==> src/rtl/cim_psum_accumulator_if.sv <==
// Handshake bundle between the CIM sequencer/consumer and the partial-sum accumulator.
// Master drives job control, pass issue, macro result and output ready; slave answers.
interface cim_psum_accumulator_if #(
    parameter int unsigned Q_WIDTH        = 22,
    parameter int unsigned ACC_WIDTH      = 32,
    parameter int unsigned PASS_CNT_WIDTH = 8
);
    logic                      START;
    logic                      START_READY;
    logic [PASS_CNT_WIDTH-1:0] NUM_PASS;
    logic                      ISSUE;
    logic                      ISSUE_READY;
    logic [Q_WIDTH-1:0]        Q;
    logic                      OUT_VALID;
    logic                      OUT_READY;
    logic [ACC_WIDTH-1:0]      OUT_DATA;
    logic                      OUT_SAT;
    logic                      BUSY;
    logic                      ERR;

    modport master (
        output START, NUM_PASS, ISSUE, Q, OUT_READY,
        input  START_READY, ISSUE_READY, OUT_VALID, OUT_DATA, OUT_SAT, BUSY, ERR
    );

    modport slave (
        input  START, NUM_PASS, ISSUE, Q, OUT_READY,
        output START_READY, ISSUE_READY, OUT_VALID, OUT_DATA, OUT_SAT, BUSY, ERR
    );
endinterface

==> src/rtl/cim_psum_accumulator.sv <==
// Accumulates NUM_PASS consecutive CIM macro results into one saturating partial sum,
// pacing the sequencer so every result has a guaranteed slot in the output FIFO.
module cim_psum_accumulator #(
    parameter int unsigned Q_WIDTH        = 22,
    parameter int unsigned ACC_WIDTH      = 32,
    parameter int unsigned PASS_CNT_WIDTH = 8,
    parameter int unsigned LATENCY        = 3,
    parameter int unsigned FIFO_DEPTH     = 2
) (
    input logic                    CLK,
    input logic                    NRST,
    cim_psum_accumulator_if.slave  bus
);

    localparam int unsigned PTR_W = (FIFO_DEPTH > 1) ? $clog2(FIFO_DEPTH) : 1;
    localparam int unsigned CNT_W = $clog2(FIFO_DEPTH + 1);
    localparam int unsigned SUM_W = ACC_WIDTH + 1;

    typedef enum logic [1:0] {StIdle, StRun, StDrain} state_e;

    state_e                    r_state;
    state_e                    w_state_next;
    logic                      r_live;
    logic [PASS_CNT_WIDTH-1:0] r_num_pass;
    logic [PASS_CNT_WIDTH-1:0] r_issued_cnt;
    logic                      r_err;

    logic [LATENCY-1:0]        r_tag_valid;
    logic [LATENCY-1:0]        r_tag_first;
    logic [LATENCY-1:0]        r_tag_last;

    logic [ACC_WIDTH-1:0]      r_acc;
    logic                      r_sat;

    logic [ACC_WIDTH-1:0]      r_fifo_data [FIFO_DEPTH];
    logic [FIFO_DEPTH-1:0]     r_fifo_sat;
    logic [PTR_W-1:0]          r_wr_ptr;
    logic [PTR_W-1:0]          r_rd_ptr;
    logic [CNT_W-1:0]          r_count;

    logic                      w_start_acc;
    logic                      w_start_job;
    logic                      w_issue_acc;
    logic                      w_issue_first;
    logic                      w_issue_last;
    logic                      w_ret_valid;
    logic                      w_ret_first;
    logic                      w_ret_last;
    logic                      w_push;
    logic                      w_pop;
    logic [SUM_W-1:0]          w_q_ext;
    logic [SUM_W-1:0]          w_acc_ext;
    logic [SUM_W-1:0]          w_sum;
    logic                      w_ovf;
    logic [ACC_WIDTH-1:0]      w_acc_next;
    logic                      w_sat_next;

    // Handshake qualifiers; all readies depend on registered state only.
    always_comb begin
        bus.START_READY = r_live && (r_state == StIdle) && (r_count < CNT_W'(FIFO_DEPTH));
        bus.ISSUE_READY = (r_state == StRun) && (r_issued_cnt < r_num_pass);
        bus.OUT_VALID   = (r_count != '0);
        bus.BUSY        = (r_state != StIdle);
        bus.ERR         = r_err;
        // Head is masked when empty so stale entries never leak onto the bus.
        bus.OUT_DATA    = bus.OUT_VALID ? r_fifo_data[r_rd_ptr] : '0;
        bus.OUT_SAT     = bus.OUT_VALID ? r_fifo_sat[r_rd_ptr] : 1'b0;

        w_start_acc   = bus.START && bus.START_READY;
        w_start_job   = w_start_acc && (bus.NUM_PASS != '0);
        w_issue_acc   = bus.ISSUE && bus.ISSUE_READY;
        w_issue_first = (r_issued_cnt == '0);
        w_issue_last  = (r_issued_cnt == (r_num_pass - PASS_CNT_WIDTH'(1)));

        w_ret_valid = r_tag_valid[LATENCY-1];
        w_ret_first = r_tag_first[LATENCY-1];
        w_ret_last  = r_tag_last[LATENCY-1];
        w_push      = w_ret_valid && w_ret_last;
        w_pop       = bus.OUT_VALID && bus.OUT_READY;
    end

    // Saturating accumulate in one extra bit, then clamp back to ACC_WIDTH.
    always_comb begin
        w_q_ext   = {{(SUM_W - Q_WIDTH){bus.Q[Q_WIDTH-1]}}, bus.Q};
        w_acc_ext = {r_acc[ACC_WIDTH-1], r_acc};
        w_sum     = w_ret_first ? w_q_ext : (w_acc_ext + w_q_ext);
        w_ovf     = (w_sum[SUM_W-1] != w_sum[SUM_W-2]);
        if (!w_ovf) begin
            w_acc_next = w_sum[ACC_WIDTH-1:0];
        end else if (w_sum[SUM_W-1]) begin
            w_acc_next = {1'b1, {(ACC_WIDTH-1){1'b0}}};
        end else begin
            w_acc_next = {1'b0, {(ACC_WIDTH-1){1'b1}}};
        end
        w_sat_next = (w_ret_first ? 1'b0 : r_sat) | w_ovf;
    end

    // Next-state logic for the job FSM.
    always_comb begin
        w_state_next = r_state;
        unique case (r_state)
            StIdle:  if (w_start_job) w_state_next = StRun;
            StRun:   if (w_issue_acc && w_issue_last) w_state_next = StDrain;
            StDrain: if (w_push) w_state_next = StIdle;
            default: w_state_next = StIdle;
        endcase
    end

    // Job control: state, latched pass count, issue counter, zero-pass error pulse.
    always_ff @(posedge CLK or negedge NRST) begin
        if (!NRST) begin
            r_state      <= StIdle;
            r_live       <= 1'b0;
            r_num_pass   <= '0;
            r_issued_cnt <= '0;
            r_err        <= 1'b0;
        end else begin
            r_state <= w_state_next;
            r_live  <= 1'b1;
            r_err   <= w_start_acc && (bus.NUM_PASS == '0);
            if (w_start_job) begin
                r_num_pass   <= bus.NUM_PASS;
                r_issued_cnt <= '0;
            end else if (w_issue_acc) begin
                r_issued_cnt <= r_issued_cnt + PASS_CNT_WIDTH'(1);
            end
        end
    end

    // Tag pipe: a tag leaves the last stage on the edge where its Q is sampled.
    always_ff @(posedge CLK or negedge NRST) begin
        if (!NRST) begin
            r_tag_valid <= '0;
            r_tag_first <= '0;
            r_tag_last  <= '0;
        end else begin
            r_tag_valid[0] <= w_issue_acc;
            r_tag_first[0] <= w_issue_acc && w_issue_first;
            r_tag_last[0]  <= w_issue_acc && w_issue_last;
            for (int i = 1; i < LATENCY; i++) begin
                r_tag_valid[i] <= r_tag_valid[i-1];
                r_tag_first[i] <= r_tag_first[i-1];
                r_tag_last[i]  <= r_tag_last[i-1];
            end
        end
    end

    // Accumulator and sticky saturation flag, updated only on a retiring tag.
    always_ff @(posedge CLK or negedge NRST) begin
        if (!NRST) begin
            r_acc <= '0;
            r_sat <= 1'b0;
        end else if (w_ret_valid) begin
            r_acc <= w_acc_next;
            r_sat <= w_sat_next;
        end else if (w_start_job) begin
            r_sat <= 1'b0;
        end
    end

    // Output FIFO; START gating guarantees a free slot for every push.
    always_ff @(posedge CLK or negedge NRST) begin
        if (!NRST) begin
            for (int i = 0; i < FIFO_DEPTH; i++) begin
                r_fifo_data[i] <= '0;
            end
            r_fifo_sat <= '0;
            r_wr_ptr   <= '0;
            r_rd_ptr   <= '0;
            r_count    <= '0;
        end else begin
            if (w_push) begin
                r_fifo_data[r_wr_ptr] <= w_acc_next;
                r_fifo_sat[r_wr_ptr]  <= w_sat_next;
                r_wr_ptr <= (r_wr_ptr == PTR_W'(FIFO_DEPTH - 1)) ? '0 : r_wr_ptr + PTR_W'(1);
            end
            if (w_pop) begin
                r_rd_ptr <= (r_rd_ptr == PTR_W'(FIFO_DEPTH - 1)) ? '0 : r_rd_ptr + PTR_W'(1);
            end
            if (w_push && !w_pop) begin
                r_count <= r_count + CNT_W'(1);
            end else if (!w_push && w_pop) begin
                r_count <= r_count - CNT_W'(1);
            end
        end
    end

endmodule

==> src/flat_wrapper.sv <==
// flat-port wrapper written by rule: the top's interface ports become plain ports
module cim_psum_accumulator_flat 
#(
    parameter int unsigned Q_WIDTH        = 22,
    parameter int unsigned ACC_WIDTH      = 32,
    parameter int unsigned PASS_CNT_WIDTH = 8,
    parameter int unsigned LATENCY        = 3,
    parameter int unsigned FIFO_DEPTH     = 2
)
  (CLK, NRST, bus_START, bus_NUM_PASS, bus_ISSUE, bus_Q, bus_OUT_READY, bus_START_READY, bus_ISSUE_READY, bus_OUT_VALID, bus_OUT_DATA, bus_OUT_SAT, bus_BUSY, bus_ERR);
  cim_psum_accumulator_if #(.Q_WIDTH(Q_WIDTH), .ACC_WIDTH(ACC_WIDTH), .PASS_CNT_WIDTH(PASS_CNT_WIDTH)) bus_i ();
  input logic CLK;
  input logic NRST;
  input wire logic [$bits(bus_i.START)-1:0] bus_START;
  input wire logic [$bits(bus_i.NUM_PASS)-1:0] bus_NUM_PASS;
  input wire logic [$bits(bus_i.ISSUE)-1:0] bus_ISSUE;
  input wire logic [$bits(bus_i.Q)-1:0] bus_Q;
  input wire logic [$bits(bus_i.OUT_READY)-1:0] bus_OUT_READY;
  output wire logic [$bits(bus_i.START_READY)-1:0] bus_START_READY;
  output wire logic [$bits(bus_i.ISSUE_READY)-1:0] bus_ISSUE_READY;
  output wire logic [$bits(bus_i.OUT_VALID)-1:0] bus_OUT_VALID;
  output wire logic [$bits(bus_i.OUT_DATA)-1:0] bus_OUT_DATA;
  output wire logic [$bits(bus_i.OUT_SAT)-1:0] bus_OUT_SAT;
  output wire logic [$bits(bus_i.BUSY)-1:0] bus_BUSY;
  output wire logic [$bits(bus_i.ERR)-1:0] bus_ERR;
  assign bus_i.START = bus_START;
  assign bus_i.NUM_PASS = bus_NUM_PASS;
  assign bus_i.ISSUE = bus_ISSUE;
  assign bus_i.Q = bus_Q;
  assign bus_i.OUT_READY = bus_OUT_READY;
  assign bus_START_READY = bus_i.START_READY;
  assign bus_ISSUE_READY = bus_i.ISSUE_READY;
  assign bus_OUT_VALID = bus_i.OUT_VALID;
  assign bus_OUT_DATA = bus_i.OUT_DATA;
  assign bus_OUT_SAT = bus_i.OUT_SAT;
  assign bus_BUSY = bus_i.BUSY;
  assign bus_ERR = bus_i.ERR;
  cim_psum_accumulator #(.Q_WIDTH(Q_WIDTH), .ACC_WIDTH(ACC_WIDTH), .PASS_CNT_WIDTH(PASS_CNT_WIDTH), .LATENCY(LATENCY), .FIFO_DEPTH(FIFO_DEPTH)) u_core (.CLK(CLK), .NRST(NRST), .bus(bus_i));
endmodule
==> config.mk <==
export PLATFORM = sky130hd
export DESIGN_NAME = cim_psum_accumulator_flat
export DESIGN_NICKNAME = d
export VERILOG_FILES = /design/src/rtl/cim_psum_accumulator_if.sv /design/src/rtl/cim_psum_accumulator.sv /design/src/flat_wrapper.sv
export SDC_FILE = /design/constraint.sdc
export NUM_CORES = 1
export LEC_CHECK = 0
export CAP_MARGIN = 20
export CORE_MARGIN = 5
export CORE_UTILIZATION = 40
export CTS_BUF_LIST = sky130_fd_sc_hd__clkbuf_4 sky130_fd_sc_hd__clkbuf_8 sky130_fd_sc_hd__clkbuf_16
export CTS_CLUSTER_DIAMETER = 150
export DETAILED_ROUTE_END_ITERATION = 7
export PLACE_DENSITY = 0.61
export SKIP_CTS_REPAIR_TIMING = 1
export SLEW_MARGIN = 40
export SYNTH_ARGS = -nofsm -noshare
export SYNTH_HDL_FRONTEND = slang
export SYNTH_SLANG_ARGS = --single-unit
==> constraint.sdc <==
create_clock -name CLK -period 3.5 [get_ports CLK]
set_clock_uncertainty 0.1 [all_clocks]
set_input_delay 0.7 -clock CLK [delete_from_list [all_inputs] [get_ports CLK]]
set_output_delay 0.7 -clock CLK [all_outputs]
set_load 0.05 [all_outputs]
==> results.md <==
* Hold crit path type: input port to asynchronous set/reset pin
* FFs w/ async S/R, synth at 100%
* Avg WL per Cell at 15.8 um
* Max rail drop VDD at 0.308 mV
* # rows at 51
* Tot Pwr at 0.00390 W
* Commonest cells post-synth: dfrtp_1 (132), nand2_1 (114), nor2_1 (106), a21oi_1 (83), o21ai_1 (47)
* Ant diodes at 0
* Largest net degree at the start of global routing at 69
* Fmax at 293 MHz
* Top-count cell post-synth: dfrtp_1
* CTS tree: done
* Total track usage at 19.4%
* Worst-skew pair later-pin latency at 0.42 ns
* DPL Wire Length at 16.0 mm
* #FFs+latches synth at 132
* Post-route clock period utilization at 97.4%
* Synth area leaders: dfrtp_1 (41%), ha_1 (6.9%), nand2_1 (5.4%), a21oi_1 (5.2%), nor2_1 (5.0%)
* Layout fillers at 1,739
* Synth Instances at 908
* Reg2reg end: u_core.r_acc[2]$_DFFE_PN0P_
* Root Buffer: clkbuf_16
* Share of cells above drive strength 1 at 21.6%
* Register area at 0.00331 mm^2
* Final slew viol count at 0
* EDFF count, synth at 0
* Routed wire length at 21.9 mm
* Core ar. at 0.0195 mm^2
* Top cell type's share of synthesized area at 41.5%
* Pre-Repair DR Iteration Count at 5
* TNS Setup at 0 ns
* Post-Synthesis Cell Area at 0.00796 mm^2
* Crit start category: input port
* Final net count at 1,186
* YS warnings at 0
* DR DRC count at 0
* Ports at 73
* Iter 0 DRT Violations at 347
* Worst slew pin tran at 0.742 ns
* Clk sink count at 132
* Area of the multi-input gates at 0.00469 mm^2
* Syn nets at 988
* Max-Cap Viols at 0
* Vias in the first global route at 6,921
* R2r startpoint: u_core.r_acc[19]$_DFFE_PN0P_
* CTS max path bufs at 2
* Reg2Reg Setup Slack at 0.16 ns
* Chip height at 151 um
* Pwr dens at 356 mW/mm^2
* Post-synth top area cell: dfrtp_1
* Post-synth top flop: dfrtp_1
* Final hold violations at 0
* I/O Buffers at 72
* Initial Util at 40.8%
* Req. time, crit path at 3.68 ns
* Leak at 4.89 nW
* Crit Path Max Fanout at 6
* Minimum period implied by the final worst setup slack at 3.41 ns
* R2r worst-path depth at 12
* Vias at 7,145
* Status: finished clean
* Num CTS Buffers at 17
* Total die area at 0.0228 mm^2
* Area growth, synth to finish at 37.5%
* Seq/Total Area, Yosys at 41.5%
* First-pass GRT wire length at 35.2 mm
* # setup viols final at 0
* H-tree Lvls at 4
* Hold slack at 0.159 ns
* Via density at 5.17
* CP startpoint: bus_Q[5]
* Placer Congestion at 0.929
* Synthesized area per cell at 8.77 um^2
* Worst-path clk slew at 0.06 ns
* GRT overflow at 0
* Initial antenna violation count at 0
* Setup Crit Path Kind: input port to flop
* Cell variety after synth at 63
* Crit. End Element: flop
* WP data arrival at 3.59 ns
* Max-slew headroom at 50.6%
* Die width at 151 um
* Antenna-violating nets left at 0
==> layer usage <==
metal,global-route usage [%],wire length (um)
met2,32.1,10400
met1,26.6,10400
met5,0,0
met4,4.62,251
met3,3.14,802
==> through the flow <==
| stage | setup slack (ns) | instance area, um^2 | instances | util (%) |
|---|---|---|---|---|
| CTS | -0.222 | 10500 | 1372 | 53.7 |
| floorplan | 0.162 | 7960 | 908 | - |
| finish | 0.0896 | 10900 | 1383 | 56.1 |
| global route | -0.00380 | 10900 | 1383 | 56.1 |
| detailed placement | -0.653 | 9930 | 1341 | 50.9 |
| global placement | -0.568 | 9930 | 1341 | 50.9 |
==> how the worst max path moves through the flow <==
stage	slack, ns	end	cells after the start
final	0.09	u_core.r_acc[2]$_DFFE_PN0P_	13
after global routing	-0.004	u_core.r_acc[6]$_DFFE_PN0P_	13
after CTS	-0.22	u_core.r_fifo_data[32]$_DFFE_PN0P_	12
after detailed placement	-0.65	u_core.r_fifo_data[32]$_DFFE_PN0P_	12
after global placement	-0.57	u_core.r_acc[0]$_DFFE_PN0P_	12
after floorplan	0.16	u_core.r_acc[8]$_DFFE_PN0P_	10
==> worst max-delay path, cell delays in order <==
cell and delay, ns:
clkdlybuf4s50_1 0.55, ha_4 0.24, a21oi_1 0.17, nand2_1 0.09, o211a_1 0.25, o211a_1 0.26
o31ai_4 0.22, buf_6 0.15, xor2_4 0.28, buf_2 0.24, nor3_1 0.09, a211oi_4 0.23
a21oi_1 0.11
==> cell usage in the layout (no fill, tap or decap), drive strengths merged, types with 8 or more instances in the layout <==
| master | n |
|---|---|
| a211oi | 18 |
| a21oi | 84 |
| and3 | 8 |
| buf | 154 |
| clkbuf | 20 |
| clkdlybuf4s50 | 56 |
| dfrtp | 132 |
| dlymetal6s2s | 13 |
| ha | 44 |
| inv | 33 |
| mux2i | 38 |
| nand2 | 114 |
| nand2b | 8 |
| nand3 | 25 |
| nand4 | 11 |
| nor2 | 106 |
| nor3 | 19 |
| o211ai | 11 |
| o21ai | 81 |
| xnor2 | 23 |
| xor2 | 19 |
==> cell type report <==
cell class                      count  area share, %
Clock inverter                     12          0.983
Sequential cell                   132           30.2
Tap cell                          265           3.03
Inverter                           31           1.06
Timing Repair Buffer              224           17.8
Multi-Input combinational cell    700           42.8
Clock buffer                       19           4.08
==> state kept, by name (all words and copies together) (netlist names) <==
name                 cells
u_core.bus.ERR           1
u_core.r_acc            32
u_core.r_count           2
u_core.r_fifo_data      64
u_core.r_fifo_sat        2
u_core.r_issued_cnt      8
u_core.r_live            1
u_core.r_num_pass        8
u_core.r_rd_ptr          1
u_core.r_sat             1
u_core.r_state           2
u_core.r_tag_first       3
u_core.r_tag_last        3
u_core.r_tag_valid       3
u_core.r_wr_ptr          1
==> power by group <==
group	switching, W	internal (W)	total (W)	leakage, nW
logic	0.000367	0.000323	0.000690	3.31
registers	0.00000177	0.00153	0.00153	1.31
clock network	0.000683	0.000998	0.00168	0.269
==> logic make-up after synthesis <==
group	Yosys count	synth area share (%)
flops	132	41.5
mux	38	4.78
buf+inv	76	3.85
other cells	1	0.0471
xor+xnor	42	4.62
fa+ha+maj	45	7.17
simple gates	318	17.7
compound gates	256	20.4
No activity file was read; power rests on OpenSTA's default activity.
